[src/rtl/psychic5_sdram_rom_arbiter_if.sv]
// Bus bundle between the two ROM requesters, the arbiter and the SDRAM read port.
// The master view belongs to the arbiter, which owns the SDRAM request and the requester replies.
interface psychic5_sdram_rom_arbiter_if #(
  parameter int SDRAM_AW = 22
);
  logic [16:0]         i_MAINCPU_ADDR;
  logic                i_MAINCPU_RQ_n;
  logic [7:0]          o_MAINCPU_DATA;
  logic                o_MAINCPU_RDY;

  logic [16:0]         i_OBJROM_ADDR;
  logic                i_OBJROM_RQ_n;
  logic [7:0]          o_OBJROM_DATA;
  logic                o_OBJROM_RDY;

  logic [SDRAM_AW-1:0] o_SDRAM_ADDR;
  logic                o_SDRAM_RD;
  logic                i_SDRAM_GNT;
  logic                i_SDRAM_DVALID;
  logic [7:0]          i_SDRAM_DATA;

  logic                o_OWNER;

  modport master (
    input  i_MAINCPU_ADDR, i_MAINCPU_RQ_n, i_OBJROM_ADDR, i_OBJROM_RQ_n,
    input  i_SDRAM_GNT, i_SDRAM_DVALID, i_SDRAM_DATA,
    output o_MAINCPU_DATA, o_MAINCPU_RDY, o_OBJROM_DATA, o_OBJROM_RDY,
    output o_SDRAM_ADDR, o_SDRAM_RD, o_OWNER
  );

  modport slave (
    output i_MAINCPU_ADDR, i_MAINCPU_RQ_n, i_OBJROM_ADDR, i_OBJROM_RQ_n,
    output i_SDRAM_GNT, i_SDRAM_DVALID, i_SDRAM_DATA,
    input  o_MAINCPU_DATA, o_MAINCPU_RDY, o_OBJROM_DATA, o_OBJROM_RDY,
    input  o_SDRAM_ADDR, o_SDRAM_RD, o_OWNER
  );
endinterface

[src/rtl/psychic5_sdram_rom_arbiter.sv]
// Shares one SDRAM read port between the main CPU ROM and OBJ ROM fetchers.
// Each requester keeps a one-entry address/data latch; only latch misses reach SDRAM.
module psychic5_sdram_rom_arbiter #(
  parameter int                  SDRAM_AW     = 22,
  parameter logic [SDRAM_AW-1:0] MAINCPU_BASE = 22'h000000,
  parameter logic [SDRAM_AW-1:0] OBJROM_BASE  = 22'h020000
) (
  input  logic                         i_EMU_MCLK,
  input  logic                         i_EMU_INITRST_n,
  psychic5_sdram_rom_arbiter_if.master bus
);

  typedef enum logic [1:0] {
    ST_IDLE,
    ST_REQ,
    ST_WAIT
  } state_t;

  state_t              state, state_d;
  logic                sel, rr_last;
  logic [16:0]         iss_addr;
  logic [SDRAM_AW-1:0] sdram_addr;

  logic                valid_m, valid_o;
  logic [16:0]         last_m, last_o;
  logic [7:0]          data_m, data_o;

  logic                match_m, match_o, miss_m, miss_o;
  logic                pick, capture, complete;
  logic [16:0]         pick_addr;
  logic [SDRAM_AW-1:0] pick_base;

  assign match_m = (bus.i_MAINCPU_ADDR == last_m);
  assign match_o = (bus.i_OBJROM_ADDR == last_o);
  assign miss_m  = ~bus.i_MAINCPU_RQ_n & (~valid_m | ~match_m);
  assign miss_o  = ~bus.i_OBJROM_RQ_n & (~valid_o | ~match_o);

  // A tie goes to whoever was not served last; otherwise the lone misser wins.
  assign pick      = (miss_m & miss_o) ? ~rr_last : miss_o;
  assign pick_addr = pick ? bus.i_OBJROM_ADDR : bus.i_MAINCPU_ADDR;
  assign pick_base = pick ? OBJROM_BASE : MAINCPU_BASE;

  // NOTE: every always_comb output gets a default before the case so no latch is inferred.
  always_comb begin
    state_d  = state;
    capture  = 1'b0;
    complete = 1'b0;
    case (state)
      ST_IDLE: begin
        if (miss_m | miss_o) begin
          capture = 1'b1;
          state_d = ST_REQ;
        end
      end
      ST_REQ: begin
        // Data arriving before or with the grant finishes the transfer here.
        if (bus.i_SDRAM_DVALID) begin
          complete = 1'b1;
          state_d  = ST_IDLE;
        end else if (bus.i_SDRAM_GNT) begin
          state_d = ST_WAIT;
        end
      end
      ST_WAIT: begin
        if (bus.i_SDRAM_DVALID) begin
          complete = 1'b1;
          state_d  = ST_IDLE;
        end
      end
      default: state_d = ST_IDLE;
    endcase
  end

  // NOTE: sequential state uses non-blocking assignments so all registers update together.
  always_ff @(posedge i_EMU_MCLK or negedge i_EMU_INITRST_n) begin
    if (!i_EMU_INITRST_n) begin
      state      <= ST_IDLE;
      sel        <= 1'b0;
      rr_last    <= 1'b1;
      iss_addr   <= '0;
      sdram_addr <= '0;
      valid_m    <= 1'b0;
      valid_o    <= 1'b0;
      last_m     <= '0;
      last_o     <= '0;
      data_m     <= 8'h00;
      data_o     <= 8'h00;
    end else begin
      state <= state_d;
      if (capture) begin
        sel        <= pick;
        iss_addr   <= pick_addr;
        sdram_addr <= pick_base + {{(SDRAM_AW-17){1'b0}}, pick_addr};
      end
      if (complete) begin
        rr_last <= sel;
        if (sel) begin
          data_o  <= bus.i_SDRAM_DATA;
          last_o  <= iss_addr;
          valid_o <= 1'b1;
        end else begin
          data_m  <= bus.i_SDRAM_DATA;
          last_m  <= iss_addr;
          valid_m <= 1'b1;
        end
      end
    end
  end

  assign bus.o_SDRAM_RD     = (state == ST_REQ);
  assign bus.o_SDRAM_ADDR   = sdram_addr;
  assign bus.o_OWNER        = sel;
  assign bus.o_MAINCPU_DATA = data_m;
  assign bus.o_MAINCPU_RDY  = valid_m & match_m;
  assign bus.o_OBJROM_DATA  = data_o;
  assign bus.o_OBJROM_RDY   = valid_o & match_o;

endmodule

[src/flat_wrapper.sv]
// flat-port wrapper written by rule: the top's interface ports become plain ports
module psychic5_sdram_rom_arbiter_flat 
#(
  parameter int                  SDRAM_AW     = 22,
  parameter logic [SDRAM_AW-1:0] MAINCPU_BASE = 22'h000000,
  parameter logic [SDRAM_AW-1:0] OBJROM_BASE  = 22'h020000
)
  (i_EMU_MCLK, i_EMU_INITRST_n, bus_i_MAINCPU_ADDR, bus_i_MAINCPU_RQ_n, bus_i_OBJROM_ADDR, bus_i_OBJROM_RQ_n, bus_i_SDRAM_GNT, bus_i_SDRAM_DVALID, bus_i_SDRAM_DATA, bus_o_MAINCPU_DATA, bus_o_MAINCPU_RDY, bus_o_OBJROM_DATA, bus_o_OBJROM_RDY, bus_o_SDRAM_ADDR, bus_o_SDRAM_RD, bus_o_OWNER);
  psychic5_sdram_rom_arbiter_if #(.SDRAM_AW(SDRAM_AW)) bus_i ();
  input  logic i_EMU_MCLK;
  input  logic i_EMU_INITRST_n;
  input wire logic [$bits(bus_i.i_MAINCPU_ADDR)-1:0] bus_i_MAINCPU_ADDR;
  input wire logic [$bits(bus_i.i_MAINCPU_RQ_n)-1:0] bus_i_MAINCPU_RQ_n;
  input wire logic [$bits(bus_i.i_OBJROM_ADDR)-1:0] bus_i_OBJROM_ADDR;
  input wire logic [$bits(bus_i.i_OBJROM_RQ_n)-1:0] bus_i_OBJROM_RQ_n;
  input wire logic [$bits(bus_i.i_SDRAM_GNT)-1:0] bus_i_SDRAM_GNT;
  input wire logic [$bits(bus_i.i_SDRAM_DVALID)-1:0] bus_i_SDRAM_DVALID;
  input wire logic [$bits(bus_i.i_SDRAM_DATA)-1:0] bus_i_SDRAM_DATA;
  output wire logic [$bits(bus_i.o_MAINCPU_DATA)-1:0] bus_o_MAINCPU_DATA;
  output wire logic [$bits(bus_i.o_MAINCPU_RDY)-1:0] bus_o_MAINCPU_RDY;
  output wire logic [$bits(bus_i.o_OBJROM_DATA)-1:0] bus_o_OBJROM_DATA;
  output wire logic [$bits(bus_i.o_OBJROM_RDY)-1:0] bus_o_OBJROM_RDY;
  output wire logic [$bits(bus_i.o_SDRAM_ADDR)-1:0] bus_o_SDRAM_ADDR;
  output wire logic [$bits(bus_i.o_SDRAM_RD)-1:0] bus_o_SDRAM_RD;
  output wire logic [$bits(bus_i.o_OWNER)-1:0] bus_o_OWNER;
  assign bus_i.i_MAINCPU_ADDR = bus_i_MAINCPU_ADDR;
  assign bus_i.i_MAINCPU_RQ_n = bus_i_MAINCPU_RQ_n;
  assign bus_i.i_OBJROM_ADDR = bus_i_OBJROM_ADDR;
  assign bus_i.i_OBJROM_RQ_n = bus_i_OBJROM_RQ_n;
  assign bus_i.i_SDRAM_GNT = bus_i_SDRAM_GNT;
  assign bus_i.i_SDRAM_DVALID = bus_i_SDRAM_DVALID;
  assign bus_i.i_SDRAM_DATA = bus_i_SDRAM_DATA;
  assign bus_o_MAINCPU_DATA = bus_i.o_MAINCPU_DATA;
  assign bus_o_MAINCPU_RDY = bus_i.o_MAINCPU_RDY;
  assign bus_o_OBJROM_DATA = bus_i.o_OBJROM_DATA;
  assign bus_o_OBJROM_RDY = bus_i.o_OBJROM_RDY;
  assign bus_o_SDRAM_ADDR = bus_i.o_SDRAM_ADDR;
  assign bus_o_SDRAM_RD = bus_i.o_SDRAM_RD;
  assign bus_o_OWNER = bus_i.o_OWNER;
  psychic5_sdram_rom_arbiter #(.SDRAM_AW(SDRAM_AW), .MAINCPU_BASE(MAINCPU_BASE), .OBJROM_BASE(OBJROM_BASE)) u_core (.i_EMU_MCLK(i_EMU_MCLK), .i_EMU_INITRST_n(i_EMU_INITRST_n), .bus(bus_i));
endmodule
[config.mk]
export PLATFORM = sky130hd
export DESIGN_NAME = psychic5_sdram_rom_arbiter_flat
export DESIGN_NICKNAME = d
export VERILOG_FILES = /design/src/rtl/psychic5_sdram_rom_arbiter_if.sv /design/src/rtl/psychic5_sdram_rom_arbiter.sv /design/src/flat_wrapper.sv
export SDC_FILE = /design/constraint.sdc
export NUM_CORES = 1
export LEC_CHECK = 0
export BUFFER_PORTS_ARGS = -buffer_cell sky130_fd_sc_hd__buf_2
export CAP_MARGIN = 20
export CORE_MARGIN = 1.5
export CORE_UTILIZATION = 49
export DETAILED_ROUTE_END_ITERATION = 16
export GPL_TIMING_DRIVEN = 0
export PLACE_DENSITY = 0.77
export SKIP_LAST_GASP = 1
export SYNTH_ARGS = -nofsm -noshare
export SYNTH_HDL_FRONTEND = slang
export SYNTH_SLANG_ARGS = --single-unit
[constraint.sdc]
create_clock -name i_EMU_MCLK -period 1.9 [get_ports i_EMU_MCLK]
set_input_delay 0.38 -clock i_EMU_MCLK [delete_from_list [all_inputs] [get_ports i_EMU_MCLK]]
set_output_delay 0.38 -clock i_EMU_MCLK [all_outputs]
set_load 0.05 [all_outputs]
Word-level counts from Yosys, hierarchy flattened
Index checks and enable logic that the tools add are counted.
- output and inout bits: 42
- register bits after elaboration: 95
- bits of input ports: 48
- logic and storage cells: 52
- reductions and logical operators: 5
- multiplexer cells: 12
- add/sub/neg operators: 1
- equal/unequal tests: 7
- bitwise logic cells: 16
- operator list (cell ; count):
    $eq A17 B17 Y1 ; 2
    $add A22 B17 Y22 ; 1
    $mux W18 ; 1
    $mux W17 ; 1
    $mux W2 ; 4
    $not A1 Y1 ; 8
    $pmux W2 S3 ; 1
    $and A1 B1 Y1 ; 5
    $mux W1 ; 5
    $reduce_and A2 Y1 ; 2
    $ne A3 B3 Y1 const B ; 1
    $or A1 B1 Y1 ; 3
    $reduce_and A3 Y1 ; 1
    $eq A2 B1 Y1 const B ; 1
    $eq A2 B2 Y1 const B ; 1
    $logic_not A2 Y1 ; 1
    $ne A2 B1 Y1 const B ; 1
    $ne A2 B2 Y1 const B ; 1
    $reduce_or A2 Y1 ; 1

Depth between registers and ports, before layout
Gate-level depths: netlist (run 1).
- depth in word-level cells: 8
- depth in mapped cells: 8

Worst setup path after synthesis (run 1)
Ideal clock, no wire load.
- path type: register -> output
- from: register u_core.last_o[9]
- to: output port bus_o_OBJROM_RDY
- cell stages (with the launch flop): 5
- setup slack: -338 ps
- data arrival time: 1858 ps
- path through: dfrtp_1 -> xnor2_1 -> nand2_1 -> or4_4 -> nor2_1
- cells in the longest elaborated chain, start to end: 2
- RTL lines (what ; line ; text):
    start: declaration ; psychic5_sdram_rom_arbiter.sv:25 ; logic [16:0] last_m, last_o;
    start signal: assignment ; psychic5_sdram_rom_arbiter.sv:99 ; last_o <= iss_addr;
    $eq A17 B17 Y1 ; psychic5_sdram_rom_arbiter.sv:34 ; assign match_o = (bus.i_OBJROM_ADDR == last_o);
    $and A1 B1 Y1 ; psychic5_sdram_rom_arbiter.sv:116 ; assign bus.o_OBJROM_RDY = valid_o & match_o;
    end: declaration ; flat_wrapper.sv:22 ; output wire logic [$bits(bus_i.o_OBJROM_RDY)-1:0] bus_o_OBJROM_RDY;
Every way passes these cells.

Worst setup path after layout (run 1)
- from: register u_core.last_o[2]
- to: output port bus_o_OBJROM_RDY
Same word-level chain as after synthesis.

==> summary.md, run 1 <==
| Metric | Value |
|---|---|
| Outcome | complete, but fails checks |
| Failing checks | setup timing |
| Max clock buf depth | 2 |
| # placed instances | 497 |
| Pre-antenna DRT Iters | 4 |
| Met1 WL | between 4 and 5 mm |
| Metal3 WL | 823 um |
| Fin worst setup slack | -452 ps |
| Crit path kind | reg2out |
| FF+latch count, synth | 73 |
| Chip width | 91.0 um |
| Initial detailed-routing violation count | 165 |
| Highest Signal Layer | met4 |
| H-tree levels | 3 |
| Final Skew | between 10 and 15 ps |
| Initial Util | ~52% |
| Vias per Instance | roughly 5.8 |
| Post-DP HPWL | 6.82 mm |
| Most used DFF post-synth | dfrtp_1 |
| Clk slew on worst S/H paths | 80 ps |
| Mapped Area | between 0.003 and 0.004 sq mm |
| Post-DR wirelength/cell | 20.0 um |
| Power per Cell Area | 1920 mW/mm^2 |
| Slowest CP cell | or4_4 |
| Synth warnings | 0 |
| Syn Area/Cell | 12.3 sq um |
| Largest net degree at the start of global routing | 74 |
| Initial antenna violation count | 0 |
| Root Driver | clkbuf_8 |
| Worst EP arrival | around 2000 ps |
| Die height | 91.0 um |
| GRT Total Usage | 26.1% |
| Placer Congestion | between 0.8 and 0.9 |
| # DRC | 0 |
| Top-level port count | 90 |
| Cell Area, Placed | approximately 0.0044 sq mm |
| Rows | 31 |
| Seq/Total Area, Yosys | 48.1% |
| Gr ovfl total | 0 |
| Max-slew headroom | 65.3% |
| Synth Instances | 309 |
| Async S/R FF share, synth | 100% |
| Number of global-route vias before repair | 3287 |
| Leak | between 2 and 2.5 nW |
| Slew @ Worst Pin | around 520 ps |
| Antenna-violating nets left | 0 |
| CP max stage delay | 570 ps |
| Skew-Pair Late Insertion Delay | 360 ps |
| TritonCTS Buffers | 9 |
| Post-synth top area share | approximately 47% |
| CP Launch Type | flip-flop |
| Layout cell share with drive strength beyond 1 | 58.5% |
| Nets | 477 |
| ANT cells | 0 |
| Max-cap viol count | 0 |
| Layout area overhead | 35.9% |
| Critical Path RT | 1520 ps |
| First-pass GRT wire length | 16.6 mm |
| Clock net sink count | 73 |
| Post-Layout Cell Count | 530 |
| R2R Setup Slk | -310 ps |
| Setup violators final | 22 |
| Crit. End Element | primary output |
| Largest cells by area after synthesis | dfrtp_1 47%, mux2_2 15%, xnor2_1 6.2% |
| Total die area | 0.00829 sq mm |
| DR WL met2 | around 5.3 mm |
| Crit Path Max Fanout | 2 |
| Maximum VDD drop | ~0.0012 V |
| Via count | between 3000 and 4000 |
| Wirelength, routed | roughly 11 mm |
| Cell accounting for the most synthesized area | dfrtp_1 |
| Fmax | 0.425 GHz |
| Final cycle utilization of the critical path | 124% |
| Final min period | 2350 ps |
| Synth unique cells | 40 |
| Hold_buf cts | 0 |
| Unrepaired setup endpoints after global routing | true |
| Final hold violations | 0 |
| Post-synth EDFFs | 0 |
| Worst hold path type | in2async |
| Design Area, Final | slightly above 0.005 sq mm |
| Pins Over Slew Limit | 0 |
| I/O Buffers | 85 |
| Fillcell total | 536 |
| CTS tree | built |
| Core Region | 0.00737 sq mm |
| Worst path cell trace | xnor2_2, nand2_1, or4_4, nor2_4, buf_8 |
-- per-stage QoR --
step | worst slack (ps) | utilization, % | hold slack, ps | power, W | TNS (ps)
2_1_floorplan | -15.3 | - | 84.4 | 0.00664 | -153
3_3_place_gp | -594 | 59.4 | 450 | 0.00769 | -20670
3_5_place_dp | -656 | 59.8 | 424 | 0.00786 | -24160
4_1_cts | -388 | 67.7 | 32.1 | 0.00961 | -5720
5_1_grt | -497 | 70.1 | 47.3 | 0.0104 | -8200
6_report | -452 | 70.1 | 21.0 | 0.00993 | -6190
-- area by class of cell --
cell class / count / area [sq um] / area share (%)
Clock inverter: 7 / 60.1 / 1.16
Sequential cell: 73 / 1830 / 35.4
Tap cell: 99 / 124 / 2.40
Multi-Input combinational cell: 217 / 2220 / 43.0
Buffer: 18 / 153 / 2.96
Timing Repair Buffer: 103 / 639 / 12.4
Clock buffer: 9 / 124 / 2.40
Inverter: 4 / 15.0 / 0.291
-- where the power goes --
| part | switching [W] | internal [W] | total [W] | leakage, nW |
|---|---|---|---|---|
| registers | 0.000668 | 0.00236 | 0.00302 | 0.838 |
| logic | 0.00346 | 0.00228 | 0.00574 | 1.25 |
| clock network | 0.000672 | 0.000497 | 0.00117 | 0.0912 |
-- cells in the mapped netlist, types with 2 or more instances --
library cell	n
dfrtp_1	72
mux2_2	50
xnor2_1	27
nand3_1	21
nor3_1	19
o21ai_0	19
a31oi_4	10
clkbuf_1	9
nand4_1	9
xor2_1	9
a31oi_1	8
nand2_1	8
buf_4	6
inv_1	4
nor2b_1	4
ha_1	3
nand2b_1	3
nor2_1	3
a311oi_2	2
buf_6	2
nand4bb_1	2
-- state kept, by name, indices dropped and copies added, names as in the netlist --
name,cells
u_core.bus.o_SDRAM_ADDR,2
u_core.valid_o,1
u_core.iss_addr,16
u_core.rr_last,1
u_core.bus.o_OBJROM_DATA,8
u_core.last_m,17
u_core.bus.o_MAINCPU_DATA,8
u_core.last_o,17
u_core.valid_m,1
u_core.state,2
-- final timing paths --
path                       depth (start not counted)           startpoint                     endpoint
max reg2reg                                       10     u_core.last_o[4]           u_core.iss_addr[7]
min                                                2      i_EMU_INITRST_n             u_core.last_o[5]
min in group i_EMU_MCLK                            2  bus_i_SDRAM_DATA[4]  u_core.bus.o_OBJROM_DATA[4]
max in group asynchronous                          2      i_EMU_INITRST_n               u_core.rr_last
max                                                5     u_core.last_o[2]             bus_o_OBJROM_RDY
min reg2reg                                        2       u_core.rr_last               u_core.rr_last
-- metal layers --
layer / GRT usage, % / vias up
li1: - / 1356
met1: 32.6 / 1539
met4: 12.0 / 0
met2: 42.5 / 154
met3: 6.70 / 25
met5: 0 / -
-- worst max-delay path: cells and delay by family, from the launching register on --
kind	cells	cell delay (ps)
xor+xnor	1	260
buf+inv	1	150
flops	1	430
simple gates	3	770
-- cell usage in the layout (no fill, tap or decap), drive strengths merged, types with 4 or more instances in the layout --
cell    netlist  routed
xor2          9       9
clkbuf        9      13
buf           9     117
xnor2        27      27
nor2b         4       4
nand4         9       9
a31oi        18      18
conb          1       4
mux2         50      50
nand3        21      21
nor3         19      19
dfrtp        72      72
nand2         8       8
o21ai        20      20
inv           4       8
-- kinds of logic after synthesis --
kind of cell	after synthesis	synth area share [%]
adders and majority gates	3	0.988
AOI/OAI and AO/OA	46	12.1
other	1	0.0987
DFF	73	48.1
xor gates and xnor gates	36	8.30
buffers and inverters	22	3.59
and+or+nand+nor	77	11.8
muxes	51	15.1
-- timing repair --
| action | CTS | global route |
|---|---|---|
| setup buffers | 11 | 6 |
| endpoints found under the setup margin | 62 | 41 |
| pin swaps | 19 | 6 |
| cloned | 1 | 0 |
| gates resized for setup | 60 | 36 |
No activity file was read; power rests on OpenSTA's default activity.
==> run 2: changes to the inputs <==
CAP_MARGIN = unset   (was 20)
CORE_UTILIZATION = 45   (was 49)
PLACE_DENSITY = 0.71   (was 0.77)
==> summary.md, run 2 (synthesis results as in run 1) <==
| Metric | Value |
|---|---|
| Rows | 33 (+6.5%) |
| Worst Hold Endpoint | u_core.bus.o_OBJROM_DATA[4] |
| R2R Setup Slk | -320 ps (about the same) |
| Worst EP arrival | 1920 ps (-50 ps) |
| Final cycle utilization of the critical path | 121% (-2.6 points) |
| TritonCTS Buffers | 9 (unchanged) |
| Clock net sink count | 73 (unchanged) |
| Placer Congestion | 0.831 (-3.8%) |
| Final Skew | 8.65 ps (-3.13 ps) |
| Max clock buf depth | 2 (unchanged) |
| Crit path kind | reg2out |
| Via count | 3038 (-1.2%) |
| Critical Path RT | 1520 ps (about the same) |
| Failing checks | setup timing |
| Post-DR wirelength/cell | 20.0 um (-0.35%) |
| Wirelength, routed | 10.7 mm (+0.97%) |
| CP Launch Type | flip-flop |
| Power per Cell Area | 1960 mW/mm^2 (+2.0%) |
| Layout area overhead | 39.5% |
| Commonest cells after routing, fill and taps aside | 84 x buf_2, 72 x dfrtp_1, 50 x mux2_2 |
| # DRC | 0 (unchanged) |
| Fin worst setup slack | -403 ps (+49.1 ps) |
| Vias per Instance | 5.66 (-2.5%) |
| Top-level port count | 90 (unchanged) |
| Leak | 2.25 nW (+3.1%) |
| Initial detailed-routing violation count | 197 (+19%) |
| H-tree levels | 3 (unchanged) |
| Pre-antenna DRT Iters | 4 (unchanged) |
| Initial Util | 46.5% (-5.1 points) |
| Design Area, Final | 0.00530 sq mm (+2.6%) |
| Largest net degree at the start of global routing | 41 (-45%) |
| ANT cells | 0 (unchanged) |
| Min-Delay Startpoint | bus_i_SDRAM_DATA[4] |
| Worst hold path type | in2reg |
| Maximum VDD drop | 0.00103 V (-17%) |
| Root Driver | clkbuf_8 |
| Nets | 478 (+0.21%) |
| GRT Total Usage | 24.2% (-1.9 points) |
| Fillcell total | 616 (+15%) |
| First-pass GRT wire length | 15.8 mm (-5.1%) |
| CTS tree | built |
| Total die area | 0.00900 sq mm (+8.6%) |
| Post-DP HPWL | 7.11 mm (+4.2%) |
| I/O Buffers | 85 (unchanged) |
| WHS | 262 ps (+241 ps) |
| Pins Over Slew Limit | 0 (unchanged) |
| Skew-Pair Late Insertion Delay | 360 ps (about the same) |
| Chip width | 94.9 um (+4.2%) |
| Crit Path Max Fanout | 2 (unchanged) |
| Gr ovfl total | 0 (unchanged) |
| Setup violators final | 22 (unchanged) |
| Layout cell share with drive strength beyond 1 | 61.3% (+2.9 points) |
| Number of global-route vias before repair | 3060 (-6.9%) |
| Antenna-violating nets left | 0 (unchanged) |
| Worst Reg-to-Reg Cells | 9 (-1) |
| Initial antenna violation count | 0 (unchanged) |
| Final hold violations | 0 (unchanged) |
| Fmax | 0.434 GHz (+2.1%) |
| Clk slew on worst S/H paths | 80 ps (about the same) |
| Reg2reg end | u_core.iss_addr[10] |
| Worst r2r src | u_core.last_o[2] |
| Commonest non-fill, non-tap cell in the layout | buf_2 |
| Hold Crit Depth | 2 |
| Final min period | 2300 ps (-49.1 ps) |
| Crit. End Element | primary output |
| Unrepaired setup endpoints after global routing | true |
| Top Registers | u_core.last_m: 17 flops, u_core.last_o: 17 flops, u_core.iss_addr: 16 flops |
| Outcome | complete, but fails checks |
| Core Region | 0.00818 sq mm (+11%) |
| Cell Area, Placed | 0.00440 sq mm (unchanged) |
| Die height | 94.9 um (+4.2%) |
| Max-cap viol count | 0 (unchanged) |
==> run 2: cell count changes in the layout (fill, tap and decap cells not counted), sizes merged <==
cell	delta
inv	-4
bufinv	+3
buf	-2
clkbuf	+2
clkinvlp	+1
dlygate4sd3	+1
==> run 2: power breakdown <==
part           switching [W]  internal [W]  total (W)  leakage, nW
Sequential          0.000688       0.00236    0.00305        0.838
Combinational        0.00349       0.00237    0.00585         1.29
Clock               0.000629      0.000871    0.00150        0.115
Total                0.00480       0.00559     0.0104         2.25
==> run 2: what timing repair did <==
item                                    in CTS  in global routing
setup buffers                               10                  6
endpoints found under the hold margin       32                  0
endpoints found under the setup margin      62                 59
hold buffers                                 1                  0
resized for setup                           63                 51
gates cloned                                 1                  0
pin swaps                                   26                 11
==> run 2: layout make-up <==
class / instances / area, sq um / share of cell area, %
plain buffers: 18 / 154 / 2.90
inverters: 4 / 15.0 / 0.283
repair buffers: 104 / 634 / 12.0
clock buffers: 9 / 124 / 2.34
well taps: 105 / 131 / 2.48
multi-input cells: 217 / 2290 / 43.3
flip-flops and latches: 73 / 1830 / 34.5
clock inverters: 7 / 119 / 2.24
==> run 2: layer usage <==
metal,routed length (um),GRT usage (%),vias up
met4,249,10.9,0
li1,-,-,1365
met3,872,6.36,22
met2,5310,38.6,129
met5,0,0,-
met1,4300,30.9,1522
==> run 2: metrics by stage <==
step           power [W]  util [%]  TNS [ps]  setup WS [ps]  std cells
6_report          0.0104      64.8     -6320           -403        537
5_1_grt           0.0108      64.8     -8310           -475        537
4_1_cts          0.00998      62.1     -5770           -402        531
3_5_place_dp     0.00787      53.9    -24530           -672        503
3_3_place_gp     0.00772      53.6    -21910           -592        502
2_1_floorplan    0.00664         -      -153          -15.3        312
==> run 2: how the worst max path moves through the flow <==
stage,startpoint,to,cells after the start
2_1_floorplan,u_core.last_o[9],u_core.bus.o_SDRAM_ADDR[16],7
3_3_place_gp,bus_i_MAINCPU_ADDR[4],u_core.bus.o_SDRAM_ADDR[16],8
3_5_place_dp,bus_i_MAINCPU_ADDR[4],u_core.iss_addr[5],8
4_1_cts,u_core.last_o[4],bus_o_OBJROM_RDY,5
5_1_grt,u_core.last_o[2],bus_o_OBJROM_RDY,5
6_report,u_core.last_o[2],bus_o_OBJROM_RDY,5
==> run 2: worst max-delay path, stage by stage, from the launching register on <==
cell	delay, ps
dfrtp_1	420
xnor2_2	220
nand2_1	80
or4_4	560
nor2_4	110
buf_6	170
==> run 3: changes to the inputs <==
CORE_MARGIN = 5   (was 1.5)
CTS_BUF_LIST = sky130_fd_sc_hd__clkbuf_2   (was unset)
==> summary.md, run 3 (synthesis results as in run 1) <==
| Metric | Value |
|---|---|
| Clock net sink count | 73 (unchanged) |
| Core Region | 0.00822 sq mm (+0.51%) |
| Power per Cell Area | 1890 mW/mm^2 (-3.8%) |
| Max clock buf depth | 2 (unchanged) |
| Fin worst setup slack | -654 ps (-251 ps) |
| Hold Crit Depth | 2 (unchanged) |
| Nets | 491 (+2.7%) |
| Wirelength, routed | 11.4 mm (+6.2%) |
| # DRC | 0 (unchanged) |
| Worst EP arrival | 2170 ps (+250 ps) |
| CTS tree | built |
| Gr ovfl total | 0 (unchanged) |
| Unrepaired setup endpoints after global routing | true |
| Fmax | 0.392 GHz (-9.8%) |
| Total die area | 0.0104 sq mm (+15%) |
| R2R Setup Slk | -510 ps (-190 ps) |
| Initial detailed-routing violation count | 223 (+13%) |
| Commonest cells after routing, fill and taps aside | 82 x buf_2, 72 x dfrtp_1, 50 x mux2_2 |
| Total power | 0.0102 W (-2.0%) |
| Failing checks | setup timing |
| H-tree levels | 3 (unchanged) |
| Final min period | 2550 ps (+251 ps) |
| ANT cells | 0 (unchanged) |
| Pins Over Slew Limit | 0 (unchanged) |
| Number of global-route vias before repair | 3301 (+7.9%) |
| Pre-antenna DRT Iters | 5 (+1) |
| Crit Path Max Fanout | 2 (unchanged) |
| Reg2reg end | u_core.iss_addr[8] |
| Outcome | complete, but fails checks |
| Sw Pwr | 0.00483 W (+0.52%) |
| Combinational power share | 59.0% (+2.7 points) |
| Worst Hold Endpoint | u_core.bus.o_MAINCPU_DATA[1] |
| Commonest non-fill, non-tap cell in the layout | buf_2 |
| Antenna-violating nets left | 0 (unchanged) |
| Final hold violations | 0 (unchanged) |
| Root Driver | clkbuf_2 |
| Worst r2r src | u_core.last_o[4] |
| Crit. End Element | primary output |
| Max-slew headroom | around two thirds |
| Via count | 3181 (+4.7%) |
| First-pass GRT wire length | 17.0 mm (+7.9%) |
| Pre-CTS setup slack | -647 ps (+24.6 ps) |
| Setup violators final | 21 (-4.5%) |
| Reg power frac | 29.5% (+0.2 points) |
| Maximum VDD drop | 0.00133 V (+29%) |
| Clk slew on worst S/H paths | 220 ps (+140 ps) |
| Leak | 2.31 nW (+2.8%) |
| Initial antenna violation count | 0 (unchanged) |
| Skew-Pair Late Insertion Delay | 520 ps (+160 ps) |
| Initial Util | 46.2% (-0.23 points) |
| Largest net degree at the start of global routing | 72 (+76%) |
| Final Skew | 26.8 ps (+18.2 ps) |
| Chip width | 102 um (+7.4%) |
| Layout area overhead | 42.2% |
| Rows | 33 (unchanged) |
| Clock power share | 11.5% (-2.9 points) |
| Post-DR wirelength/cell | 20.7 um (+3.7%) |
| GRT Total Usage | 21.4% (-2.8 points) |
| Crit path kind | reg2out |
| Top Registers | u_core.last_m: 17 flops, u_core.last_o: 17 flops, u_core.iss_addr: 16 flops |
| CP Launch Type | flip-flop |
| Vias per Instance | 5.78 (+2.2%) |
| I/O Buffers | 85 (unchanged) |
| Final cycle utilization of the critical path | 134% (+13 points) |
| Max-cap viol count | 0 (unchanged) |
| Switching Share | 47.4% (+1.2 points) |
| Layout cell share with drive strength beyond 1 | 64.9% (+3.6 points) |
| Top-level port count | 90 (unchanged) |
| Die height | 102 um (+7.4%) |
| Worst hold path type | in2reg |
| Final Util | 65.7% (+0.91 points) |
| Placer Congestion | 0.911 (+9.6%) |
| Min-Delay Startpoint | bus_i_SDRAM_DATA[1] |
| TritonCTS Buffers | 9 (unchanged) |
| Critical Path RT | 1520 ps (about the same) |
| Post-DP HPWL | 7.18 mm (+0.98%) |
| Cell internal pwr | 0.00536 W (-4.2%) |
| Worst Reg-to-Reg Cells | 9 (unchanged) |
| Slew @ Worst Pin | 520 ps |
-- run 3: changes by cell type in the layout (fill, tap and decap cells not counted), moves of 3 or more --
cell      change
clkbuf_2     +11
buf_6        +10
o21ai_2      +10
nand3_2       +6
xnor2_1       +3
xnor2_2       -3
nor3_2        -3
nand3_1       -7
clkbuf_8      -9
o21ai_1       -9
buf_4         +5
nor3_1        +3
-- run 3: final cells by class --
class	instances	area [sq um]
clock buffers	10	50.0
flip-flops and latches	73	1830
repair buffers	117	778
multi-input cells	217	2330
fillers	615	2820
well taps	105	131
plain buffers	18	158
inverters	4	15.0
clock inverters	6	115
-- run 3: worst max-delay path by stage --
stage / depth (start not counted) / endpoint / from
after floorplan: 7 / u_core.bus.o_SDRAM_ADDR[16] / u_core.last_o[9]
after global placement: 8 / u_core.bus.o_SDRAM_ADDR[16] / bus_i_MAINCPU_ADDR[4]
after detailed placement: 8 / u_core.bus.o_SDRAM_ADDR[16] / bus_i_MAINCPU_ADDR[4]
after CTS: 5 / bus_o_OBJROM_RDY / u_core.last_o[4]
after global routing: 5 / bus_o_OBJROM_RDY / u_core.last_o[4]
final: 5 / bus_o_MAINCPU_RDY / u_core.last_m[5]
-- run 3: repair_timing --
action                                  CTS  global route
pin swaps                                20            18
hold buffers                              1             0
gates cloned                              2             1
endpoints found under the setup margin   63            47
hold endpoints to repair                 72             0
setup buffers                            21             9
gates resized for setup                  81            62
-- run 3: power by group through the flow --
| stage | logic, W | registers [W] | clock network (W) |
|---|---|---|---|
| floorplan | 0.00251 | 0.00413 | 0 |
| global placement | 0.00484 | 0.00288 | 0 |
| detailed placement | 0.00494 | 0.00294 | 0 |
| CTS | 0.00557 | 0.00299 | 0.00117 |
| global route | 0.00630 | 0.00311 | 0.00124 |
| finish | 0.00601 | 0.00301 | 0.00117 |
-- run 3: metal layers --
metal  wire length (um)  vias to the layer above  global-route usage, %
li1                   -                     1386                      -
met3                866                       31                   5.26
met4                341                        0                   7.47
met1               4700                     1619                   28.0
met5                  0                        -                      0
met2               5490                      145                   35.0
-- run 3: worst max-delay path, stage by stage (launching register included) --
cell     delay [ps]
dfrtp_1         460
xnor2_2         230
nand4_1         230
or3_4           460
nor2_4          110
buf_6           170
-- run 3: per-stage QoR --
step / hold slack, ps / setup TNS [ps] / area, sq um / instances
2_1_floorplan: 84.4 / -153 / 3820 / 312
6_report: 82.9 / -8670 / 5400 / 550
5_1_grt: 39.6 / -9830 / 5400 / 550
3_3_place_gp: 449 / -21070 / 4380 / 502
3_5_place_dp: 186 / -24790 / 4410 / 503
4_1_cts: 61.0 / -5860 / 5120 / 543
